$ cat src/rtl/imem_fetch_ctrl.sv
// Fetch-side sequencer for the byte-wide boot memory: four byte reads per 32-bit fetch,
// little-endian assembly, and a shared memory port with the boot loader's write path.
module imem_fetch_ctrl #(
    parameter int                         ADDRESS_WIDTH = 32,
    parameter int                         DATA_WIDTH    = 8,
    parameter int                         MEM_ABITS     = 12,
    parameter logic [ADDRESS_WIDTH-1:0]   BASE_ADDR     = 32'hBFC00000
) (
    input  logic                     clk,
    input  logic                     rst,
    input  logic                     fetch_req,
    input  logic [ADDRESS_WIDTH-1:0] fetch_addr,
    output logic                     fetch_ready,
    output logic [31:0]              instr,
    output logic                     instr_valid,
    output logic                     fetch_err,
    input  logic                     ld_req,
    input  logic [ADDRESS_WIDTH-1:0] ld_addr,
    input  logic [DATA_WIDTH-1:0]    ld_data,
    output logic                     ld_ack,
    output logic [MEM_ABITS-1:0]     mem_addr,
    output logic                     mem_we,
    output logic [DATA_WIDTH-1:0]    mem_wdata,
    input  logic [DATA_WIDTH-1:0]    mem_rdata
);

    typedef enum logic [1:0] {IDLE, READ, LAST, RESP} state_t;

    state_t                 state;
    logic [1:0]             cnt;
    logic [MEM_ABITS-1:0]   base;
    logic [DATA_WIDTH-1:0]  byte0;
    logic [DATA_WIDTH-1:0]  byte1;
    logic [DATA_WIDTH-1:0]  byte2;

    logic port_free;
    logic in_window;
    logic accept;
    logic unused_ld_addr_hi;

    assign unused_ld_addr_hi = ^ld_addr[ADDRESS_WIDTH-1:MEM_ABITS];

    // The loader only gets the port between fetches; it always wins over a new fetch.
    assign port_free   = !rst && (state == IDLE || state == RESP);
    assign ld_ack      = port_free && ld_req;
    assign fetch_ready = port_free && !ld_req;
    assign accept      = fetch_req && fetch_ready;
    assign in_window   = (fetch_addr[ADDRESS_WIDTH-1:MEM_ABITS] == BASE_ADDR[ADDRESS_WIDTH-1:MEM_ABITS]);

    assign mem_we    = ld_ack;
    assign mem_wdata = ld_ack ? ld_data : '0;

    always_comb begin
        mem_addr = '0;
        if (ld_ack) begin
            mem_addr = ld_addr[MEM_ABITS-1:0];
        end else if (!rst && state == READ) begin
            // Natural MEM_ABITS-bit overflow gives the wrap at the top of the window.
            mem_addr = base + MEM_ABITS'(cnt);
        end
    end

    always_ff @(posedge clk) begin
        if (rst) begin
            state       <= IDLE;
            cnt         <= '0;
            base        <= '0;
            byte0       <= '0;
            byte1       <= '0;
            byte2       <= '0;
            instr       <= '0;
            instr_valid <= 1'b0;
            fetch_err   <= 1'b0;
        end else begin
            instr_valid <= 1'b0;
            case (state)
                IDLE, RESP: begin
                    state <= IDLE;
                    if (accept) begin
                        base <= fetch_addr[MEM_ABITS-1:0];
                        if (in_window) begin
                            cnt   <= '0;
                            state <= READ;
                        end else begin
                            instr       <= '0;
                            fetch_err   <= 1'b1;
                            instr_valid <= 1'b1;
                            state       <= RESP;
                        end
                    end
                end
                READ: begin
                    cnt <= cnt + 2'd1;
                    // Read data lags the address by one cycle, so capture the previous byte.
                    case (cnt)
                        2'd1:    byte0 <= mem_rdata;
                        2'd2:    byte1 <= mem_rdata;
                        2'd3:    byte2 <= mem_rdata;
                        default: ;
                    endcase
                    if (cnt == 2'd3) begin
                        state <= LAST;
                    end
                end
                LAST: begin
                    instr       <= {mem_rdata, byte2, byte1, byte0};
                    fetch_err   <= 1'b0;
                    instr_valid <= 1'b1;
                    state       <= RESP;
                end
                default: state <= IDLE;
            endcase
        end
    end

endmodule

$ cat config.mk
export PLATFORM = sky130hd
export DESIGN_NAME = imem_fetch_ctrl
export DESIGN_NICKNAME = d
export VERILOG_FILES = /design/src/rtl/imem_fetch_ctrl.sv
export SDC_FILE = /design/constraint.sdc
export NUM_CORES = 1
export LEC_CHECK = 0
export CAP_MARGIN = 20
export CORE_MARGIN = 2
export CORE_UTILIZATION = 35
export CTS_CLUSTER_DIAMETER = 150
export DETAILED_ROUTE_END_ITERATION = 7
export GPL_ROUTABILITY_DRIVEN = 1
export PLACE_DENSITY = 0.7
export SLEW_MARGIN = 30
export SYNTH_ARGS = -nofsm -noshare
export SYNTH_HDL_FRONTEND = slang
export SYNTH_SLANG_ARGS = --single-unit
$ cat constraint.sdc
create_clock -name clk -period 1.91 [get_ports clk]
set_clock_uncertainty 0.15 [all_clocks]
set_input_delay 0.4775 -clock clk [delete_from_list [all_inputs] [get_ports clk]]
set_output_delay 0.4775 -clock clk [all_outputs]
set_load 0.03 [all_outputs]
==> metrics.yaml <==
status: "complete, but fails checks"
violations: "setup timing"
fp-row-count: 36
slew_viol_final: 0
setup_violations: 52
preCtsSetupSlack_ps: -483.9
start_kind: "flop"
routedWlPerCell_um: 16.48
timing.hold.ws_ps: 310.7
setup_ws_ps: -616.8
vias: 3669
rsz0062_at_grt: "yes"
finalWeightedCongestion: 0.7709
synth.yosys.seq_area_share: 0.4251
rrSetupSlack_ps: -80
routed_wl_um: 12030
post-synth-top-area-cell: "dfxtp_1"
p_per_area_nw_per_um2: 898.9
detail_route.vias_per_cell: 5.026
grt_use_total: 0.2092
clock-root-buffer: "clkbuf_8"
relSlewSlack: 0.4979
synth_top_area_share: 0.4251
cp_slowest_cell: "fa_2"
insertion_delay_ps: 350
path_max_fanout: 3
die_x_um: 103.8
cap_viol_max_count: 0
cpMostUsedCell: "buf_6"
htree_levels: 3
drt_iter0_drc: 202
synth_top_cells_by_count: "102 x nand2_1, 74 x dfxtp_1, 40 x inv_1"
grt_max_degree: 38
dieArea_um2: 10770
syn_area_um2: 3485
num_io_pins: 141
fin_crit_ps: 2527
core-area_um2: 9729
antenna_found_initial: 0
insertedDiodeCount: 0
criticalPathCategory: "reg -> out"
syn_avg_cell_area_um2: 8.297
drive_gt1_frac: 0.3534
required_ps: 1280
cts.sinks: 74
yosysMostFrequentCell: "nand2_1"
cts_tree: "yes"
async_flop_share: 0
cts_made_buffers: 9
post-route-period-util: 1.323
nets: 685
first_global_vias: 3605
clockBufferDepth: 2
worst_slew_pin_slew_ps: 751.3
drt_first_pass_iters: 7
power.leakage_nw: 2.480
crit_arrival_ps: 1900
synth-edff-count: 0
max_freq_mhz: 395.8
area_delta_synth_final_pct: 83.12
syn_nets: 512
ys_types: 41
path_cells: "buf_6, fa_2, buf_4, buf_6, xnor2_4, o21ai_4, buf_6"
finalHoldViolCount: 0
ys.flop_type: "dfxtp_1"
clk_pin_slew_ps: 70
grt_remaining_overflow: 0
slowest_delay_ps: 410
cp-end-kind: "primary output"
synth_area_leaders: "dfxtp_1 43%, nand2_1 11%, a21oi_1 5.6%, o32ai_1 5.5%, o32ai_2 5.1%"
remaining_drc_errors: 0
vdd_drop_max_v: 0.0005082
yosys_warnings: 0
die_h_um: 103.8
hp-class: "reg -> reg"
grt_pass1_wl_um: 18220
ant_nets: 0
dpl.hpwl_um: 7378
numPortBuffers: 120
synth-seq-cells: 74
synthCells: 420
start_util: 0.3582
layout make-up:
class	count	area, um2
Fill cell	757	3348
Multi-Input combinational cell	277	2370
Timing Repair Buffer	191	1954
Sequential cell	74	1495
Tap cell	133	166.4
Inverter	40	156.4
Clock buffer	9	123.9
Clock inverter	6	115.1
logic make-up (layout without fill, tap and decap cells):
group | count (synthesis) | in the layout | share of synthesized area
buffers and inverters | 69 | 246 | 0.08976
xor gates and xnor gates | 10 | 10 | 0.02514
and+or+nand+nor | 165 | 165 | 0.2244
DFF | 74 | 74 | 0.4251
adders and majority gates | 8 | 8 | 0.03088
AOI/OAI and AO/OA | 94 | 94 | 0.2047
metrics by stage:
| step | cell area [um2] | power (mW) | util | std cells | TNS, ps |
|---|---|---|---|---|---|
| after floorplan | 3711 | 2.798 | - | 420 | -1242 |
| after global placement | 5226 | 3.385 | 0.5372 | 687 | -22920 |
| after detailed placement | 5231 | 3.424 | 0.5377 | 687 | -26010 |
| after CTS | 6043 | 5.504 | 0.6211 | 712 | -10830 |
| after global routing | 6381 | 5.925 | 0.6559 | 730 | -14900 |
| final | 6381 | 5.736 | 0.6559 | 730 | -12370 |
final timing paths:
path	startpoint	end	cells after the start
worst min-delay path	byte0[5]	byte0[5]	2
worst max register to register	state[0]	fetch_err	9
worst max-delay path	cnt[1]	mem_addr[2]	7
worst min register to register	byte0[5]	byte0[5]	2
critical path, delay by kind of cell (launching register included):
| family | cells | cell delay [ps] |
|---|---|---|
| flip-flops | 1 | 360 |
| XOR/XNOR | 1 | 130 |
| adder cells (fa/ha/maj) | 1 | 410 |
| buffers and inverters | 4 | 530 |
| AO/OA/AOI/OAI | 1 | 130 |
what timing repair did:
item	4_1_cts	5_1_grt
pin swaps	27	32
resized for setup	135	38
setup buffers	11	18
gates cloned	4	3
hold buffers	0	0
endpoints found under the setup margin	89	55
metal layers:
metal | track usage | share of wire | vias up
li1 | - | - | 1794
met3 | 0.03713 | 0.052 | 21
met4 | 0.07143 | 0.020 | 0
met1 | 0.2603 | 0.41 | 1746
met5 | 0 | 0 | -
met2 | 0.3652 | 0.52 | 108
cell usage in the layout (no fill, tap or decap), drive strengths merged, types with 2 or more instances in the layout:
cell type      instances
nor4b                  2
nand3                 28
and3                   2
clkdlybuf4s50         50
a22o                   2
dlygate4sd2           42
nor2                   4
clkbuf                11
nand2                102
a31oi                  3
dlymetal6s2s           4
bufinv                 3
nor4                   3
dfxtp                 74
inv                   40
and2                  10
a21oi                 40
xnor2                  9
o21ai                 12
buf                   93
nor3                   5
clkinvlp               2
nor2b                  2
ha                     7
o32ai                 33
where the power goes:
part           switching (mW)  internal [mW]  total [mW]
logic                    1.31           1.27        2.58
clock network           0.610          0.867        1.48
registers              0.0583           1.62        1.68
registers in the layout (all words and copies together), names as in the netlist:
signal	cells
instr	32
base	12
byte0	8
byte1	8
byte2	8
cnt	2
state	2
fetch_err	1
instr_valid	1
(Power assumes the default switching activity.)
==> patch 1 (same settings) <==
`MEM_ABITS`: 12 -> 6.
--- a/src/rtl/imem_fetch_ctrl.sv
+++ b/src/rtl/imem_fetch_ctrl.sv
@@ -3,7 +3,7 @@
 module imem_fetch_ctrl #(
     parameter int                         ADDRESS_WIDTH = 32,
     parameter int                         DATA_WIDTH    = 8,
-    parameter int                         MEM_ABITS     = 12,
+    parameter int                         MEM_ABITS     = 6,
     parameter logic [ADDRESS_WIDTH-1:0]   BASE_ADDR     = 32'hBFC00000
 ) (
     input  logic                     clk,
Ports: changed (resized mem_addr); port bits go from 141 to 135. The function was not compared with the original's and may differ.
==> patch 1 against the original RTL <==
The run still ends with negative setup slack left; setup slack improved by 0.087 ns; via count decreased by 17%; wire length shrank 25%; fmax rose by 3.6%; power down 22%; global-route usage is 3.6 points lower; sequential cell count shrank 6; non-clock buffer count is 43 lower; critical path depth unchanged; final area decreased by 14%; area after synthesis fell by 5.1%; largest power group is now registers; highest routed layer unchanged.
==> patch 1: results (changes against the original RTL) <==
----------------------------------------------------
[Run status]
  Result of the run ... finished, violations left
  Violations in the final reports ... negative setup slack

[Worst setup path]
  Delay contributed by the slowest stage of the critical path ... 0.35 ns (-0.06 ns)
  Highest-delay cell along the critical path ... sky130_fd_sc_hd__dfxtp_2
  Register-to-register path setup slack ... -0.11 ns (-0.03 ns)
  Largest fanout on the critical path ... 5 (+2)
  Arrival time worst endpoint ... 1.81 ns (-0.09 ns)
  Worst r2r dst ... instr[9]
  Cells on worst reg2reg path ... 10 (+1)

[STA]
  Post-layout worst setup margin ... -0.5294 ns (+0.08737 ns)
  Worst Hold Slack ... 0.3045 ns (-0.006224 ns)
  Endpoints failing setup ... 50 (-3.8%)
  Sum of negative setup slack ... -9.274 ns (+3.097 ns)

[Placement]
  Placed cell area ... 0.004766 mm2 (-8.9%)
  Post-detailed-placement half-perimeter wirelength ... 6113 um (-17%)
  Placed insts ... 589 (-14%)
  Setup WS pre-CTS ... -0.5865 ns (-0.1025 ns)
  Quantity of I/O buffers inserted on ports ... 108 (-10%)
  Routability-driven placement congestion ratio ... 0.8268 (+7.3%)

[Logic synthesis]
  Register area share after synthesis ... 41.18% (-1.3 points)
  Post-Syn Nets ... 464 (-9.4%)
  Number of distinct library cells after synthesis ... 43 (+4.9%)
  Per-instance average area after synthesis ... 8.886 um2 (+7.1%)
  Most instantiated cells after synthesis ... 70 x sky130_fd_sc_hd__inv_1, 68 x sky130_fd_sc_hd__dfxtp_1, 50 x sky130_fd_sc_hd__nand2_1
  Leading cell types by total area after synthesis ... sky130_fd_sc_hd__dfxtp_1 41%, sky130_fd_sc_hd__o32ai_2 14%, sky130_fd_sc_hd__inv_1 7.9%

[Route]
  Vias ... 3,055 (-17%)
  Met2 wirelength from detailed routing ... 4586 um (-26%)
  First-pass DRT Iterations ... 5 (-2)
  DR WL/cell ... 14.59 um (-11%)
  Met3 wire len ... 434 um (-31%)
  Detailed router's first-iteration violation count ... 119 (-41%)
  Routed length on met1 ... 3858 um (-22%)

[Layout]
  Cell Count, Final, Fillers Out ... 620 (-15%)
  Post-layout nets ... 596 (-13%)
  Ratio of cells with drive above 1 in the final layout ... 30.84% (-4.5 points)

[Global route]
  GRT Overall Usage ... 17.27% (-3.6 points)
  Pin count of the biggest net entering global routing ... 34 (-11%)
  Number of global-route vias before repair ... 2,896 (-20%)

[Power]
  Peak VDD IR ... 0.4009 mV (-21%)

[Worst hold path]
  Launch instance of the worst min-delay path ... byte0[1]
  Hold endpoint ... byte0[1]

----------------------------------------------------
-- patch 1: routing by layer --
layer,up-vias,global-route usage [%]
met4,0,7.796
met5,-,0
li1,1512,-
met2,90,28.48
met3,12,3.451
met1,1441,21.85
-- patch 1: logic make-up (layout without fill, tap and decap cells) --
family,count (synthesis),count (layout),synth area share (%)
XOR/XNOR,4,4,1.060
adder cells (fa/ha/maj),8,8,3.255
buffers and inverters,97,234,12.60
AO/OA/AOI/OAI,84,84,23.88
AND/OR/NAND/NOR,111,111,18.02
flip-flops,68,68,41.18
-- patch 1: layout make-up --
cell class              instances  area, um2
clock buffers                   9      123.9
flip-flops and latches         68       1371
clock inverters                 7      122.6
repair buffers                148       1573
inverters                      70      262.8
fillers                       781       3709
well taps                     111      138.9
multi-input cells             207       1896
-- patch 1: repair_timing --
item / in CTS / in global routing
setup endpoints to repair: 87 / 51
cloned: 2 / 4
pin swaps: 16 / 19
resized for setup: 93 / 21
setup buffers: 4 / 6
-- patch 1: worst max-delay path by stage --
| stage | startpoint | endpoint | slack [ns] | depth (start not counted) |
|---|---|---|---|---|
| after floorplan | cnt[1] | mem_addr[5] | -0.16 | 5 |
| after global placement | rst | mem_addr[3] | -0.54 | 6 |
| after detailed placement | rst | mem_addr[3] | -0.59 | 6 |
| after CTS | cnt[1] | mem_addr[5] | -0.54 | 6 |
| after global routing | state[0] | mem_addr[5] | -0.56 | 7 |
| final | state[0] | mem_addr[5] | -0.53 | 7 |
-- patch 1: power by group --
group / switching [uW] / total [uW] / internal (uW)
logic: 758 / 1480 / 722
registers: 42.4 / 1520 / 1480
clock network: 599 / 1470 / 876
total: 1400 / 4480 / 3080
==> patch 2 (same flow settings) <==
Without the edit above. Make the reset (`rst`) asynchronous in one clocked block.
--- a/src/rtl/imem_fetch_ctrl.sv
+++ b/src/rtl/imem_fetch_ctrl.sv
@@ -60,7 +60,7 @@
         end
     end
 
-    always_ff @(posedge clk) begin
+    always_ff @(posedge clk or posedge rst) begin
         if (rst) begin
             state       <= IDLE;
             cnt         <= '0;
Function: differs if rst is asserted again (counterexample within 4 cycles, from zero or initial values and one cycle with rst high); with rst held inactive, the same outputs for 10 cycles.
==> patch 2 against the original RTL <==
Wire length is 8.9% lower; first-iteration DRC count is 47% lower; utilization is 1.7 points lower; setup slack worse by 0.38 ns; via count is 16% lower; final area is 6.7% lower; sequential share of layout area is 7.7 points higher; area after synthesis is 2.7% lower; the flow still finishes with violations (negative setup slack); fmax is 13% lower; sequential cell count stayed put.
Power is not compared: it rests on default switching activity, and its combinational part moved more than twofold at a synthesized area within 25%.
==> patch 2: results (changes against the original RTL) <==
----------------------------------------------------
[Layout]
  Clock-cell share ... 3.235% (-0.51 points)
  Ratio of cells with drive above 1 in the final layout ... 38.93% (+3.6 points)
  Area taken by flip-flops and latches ... 0.001852 mm2 (+24%)
  Non-clock buffer area fraction after layout ... 34.03% (+3.4 points)
  Number of buffers outside the clock class in the layout ... 190 (-0.52%)
  Clock buf count ... 10 (+1)
  Cell Count, Final, Fillers Out ... 617 (-15%)
  Multi-In Gates ... 198 (-29%)
  Invs w/o clock ... 10 (-75%)
  Area occupied by multi-input gates ... 0.001679 mm2 (-29%)
  Filler instances ... 729 (-3.7%)
  Post-layout nets ... 575 (-16%)

[Worst setup path]
  Largest fanout on the critical path ... 2 (-1)
  Worst r2r dst ... instr[29]
  Register-to-register path setup slack ... -0.17 ns (-0.09 ns)
  RR Startpoint ... state[0]
  Arrival time worst endpoint ... 2.28 ns (+0.38 ns)

[Logic synthesis]
  Post-Syn Nets ... 390 (-24%)
  Async set-reset flop share out of synthesis ... 100.0% (+100 points)
  Per-instance average area after synthesis ... 11.38 um2 (+37%)
  Leading cell types by total area after synthesis ... sky130_fd_sc_hd__dfrtp_1 55%, sky130_fd_sc_hd__a22o_1 8.8%, sky130_fd_sc_hd__mux2_2 8.3%
  Synth Cell Area ... 0.003391 mm2 (-2.7%)
  Register area share after synthesis ... 54.61% (+12 points)
  Most instantiated cells after synthesis ... 74 x sky130_fd_sc_hd__dfrtp_1, 55 x sky130_fd_sc_hd__nand2_1, 34 x sky130_fd_sc_hd__a22o_1
  Cell type with the highest aggregate area in the netlist ... sky130_fd_sc_hd__dfrtp_1
  Number of distinct library cells after synthesis ... 39 (-4.9%)

[Placement]
  Placed cell area ... 0.005007 mm2 (-4.3%)
  Routability-driven placement congestion ratio ... 0.8552 (+11%)
  Placed insts ... 566 (-18%)
  Post-detailed-placement half-perimeter wirelength ... 6726 um (-8.8%)

[Route]
  First-pass DRT Iterations ... 5 (-2)
  Number of vias per cell after detailed routing ... 5.013 (-0.26%)

[Worst hold path]
  Count of cells along the worst hold path ... 1 (-1)
  Hold endpoint ... instr[16]
  Launch instance of the worst min-delay path ... byte2[0]

[Global route]
  Number of global-route vias before repair ... 3,065 (-15%)
  Pin count of the biggest net entering global routing ... 42 (+11%)
  First-pass GRT wire length ... 16,420 um (-9.9%)
  GRT Overall Usage ... 20.81% (-0.11 points)

[Run status]
  Violations in the final reports ... negative setup slack
  Result of the run ... finished, violations left

[STA]
  Endpoints failing setup ... 57 (+9.6%)
  Worst Hold Slack ... 0.3381 ns (+0.02738 ns)
  Transition time at the pin with the least slew margin ... 0.3525 ns (-0.3988 ns)
  Post-layout worst setup margin ... -0.9956 ns (-0.3788 ns)

----------------------------------------------------
patch 2: cell count changes after synthesis, moves of 5 or more:
cell,change
sky130_fd_sc_hd__nand4_1,+5
sky130_fd_sc_hd__xor2_1,+7
sky130_fd_sc_hd__dfxtp_1,-74
sky130_fd_sc_hd__inv_1,-30
sky130_fd_sc_hd__nand2_1,-47
sky130_fd_sc_hd__clkbuf_1,-9
sky130_fd_sc_hd__a21oi_1,-37
sky130_fd_sc_hd__xnor2_1,-8
sky130_fd_sc_hd__o32ai_1,-22
sky130_fd_sc_hd__nand3_1,-24
sky130_fd_sc_hd__mux2_2,+25
sky130_fd_sc_hd__a22o_1,+32
sky130_fd_sc_hd__o32ai_2,-11
sky130_fd_sc_hd__dfrtp_1,+74
patch 2: worst max path at each step:
stage,startpoint,end,slack [ns],depth (start not counted)
after floorplan,state[1],mem_addr[11],-0.72,6
after global placement,ld_req,mem_addr[11],-1.01,6
after detailed placement,ld_req,mem_addr[11],-1.03,6
after CTS,state[0],mem_addr[11],-0.97,7
after global routing,state[1],mem_addr[11],-1.04,8
final,rst,mem_addr[11],-1.0,6
patch 2: metrics by stage:
step	power [uW]	TNS, ns	utilization, %
after floorplan	5522	-12.15	-
after global placement	7141	-37.73	53.68
after detailed placement	7260	-39.36	53.68
after CTS	9547	-19.91	61.38
after global routing	10480	-25.31	63.85
final	9909	-22.10	63.85
patch 2: kinds of logic after synthesis:
logic type,count (synthesis),synth area share [%]
compound gates,59,13.54
xor+xnor,9,2.325
fa+ha+maj,8,3.173
buf+inv,26,3.727
flops,74,54.61
mux,25,8.303
simple gates,97,14.32
patch 2: routing by layer:
layer | wire (um) | global-route usage, %
met1 | 4836 | 28.20
met4 | 133 | 6.154
met5 | 0 | 0
met2 | 5667 | 34.79
met3 | 315 | 3.010
patch 2: power breakdown:
| group | internal [uW] | switching, uW | leakage [uW] |
|---|---|---|---|
| Clock | 607 | 598 | 0.0000966 |
| Sequential | 2340 | 419 | 0.000905 |
| Combinational | 3020 | 2920 | 0.00177 |
| Total | 5970 | 3940 | 0.00277 |
patch 2: what timing repair did:
| item | in CTS | in global routing |
|---|---|---|
| gates resized for setup | 144 | 27 |
| pin swaps | 21 | 8 |
| endpoints found under the setup margin | 94 | 60 |
| cloned | 8 | 2 |
| buffers inserted | 16 | 11 |
patch 2: worst max-delay path, stage by stage:
cell and delay (ns):
sky130_fd_sc_hd__clkdlybuf4s50_1 0.51, sky130_fd_sc_hd__and3b_2 0.23, sky130_fd_sc_hd__or3_4 0.39, sky130_fd_sc_hd__or4_4 0.44
sky130_fd_sc_hd__nand3_4 0.10, sky130_fd_sc_hd__buf_6 0.13
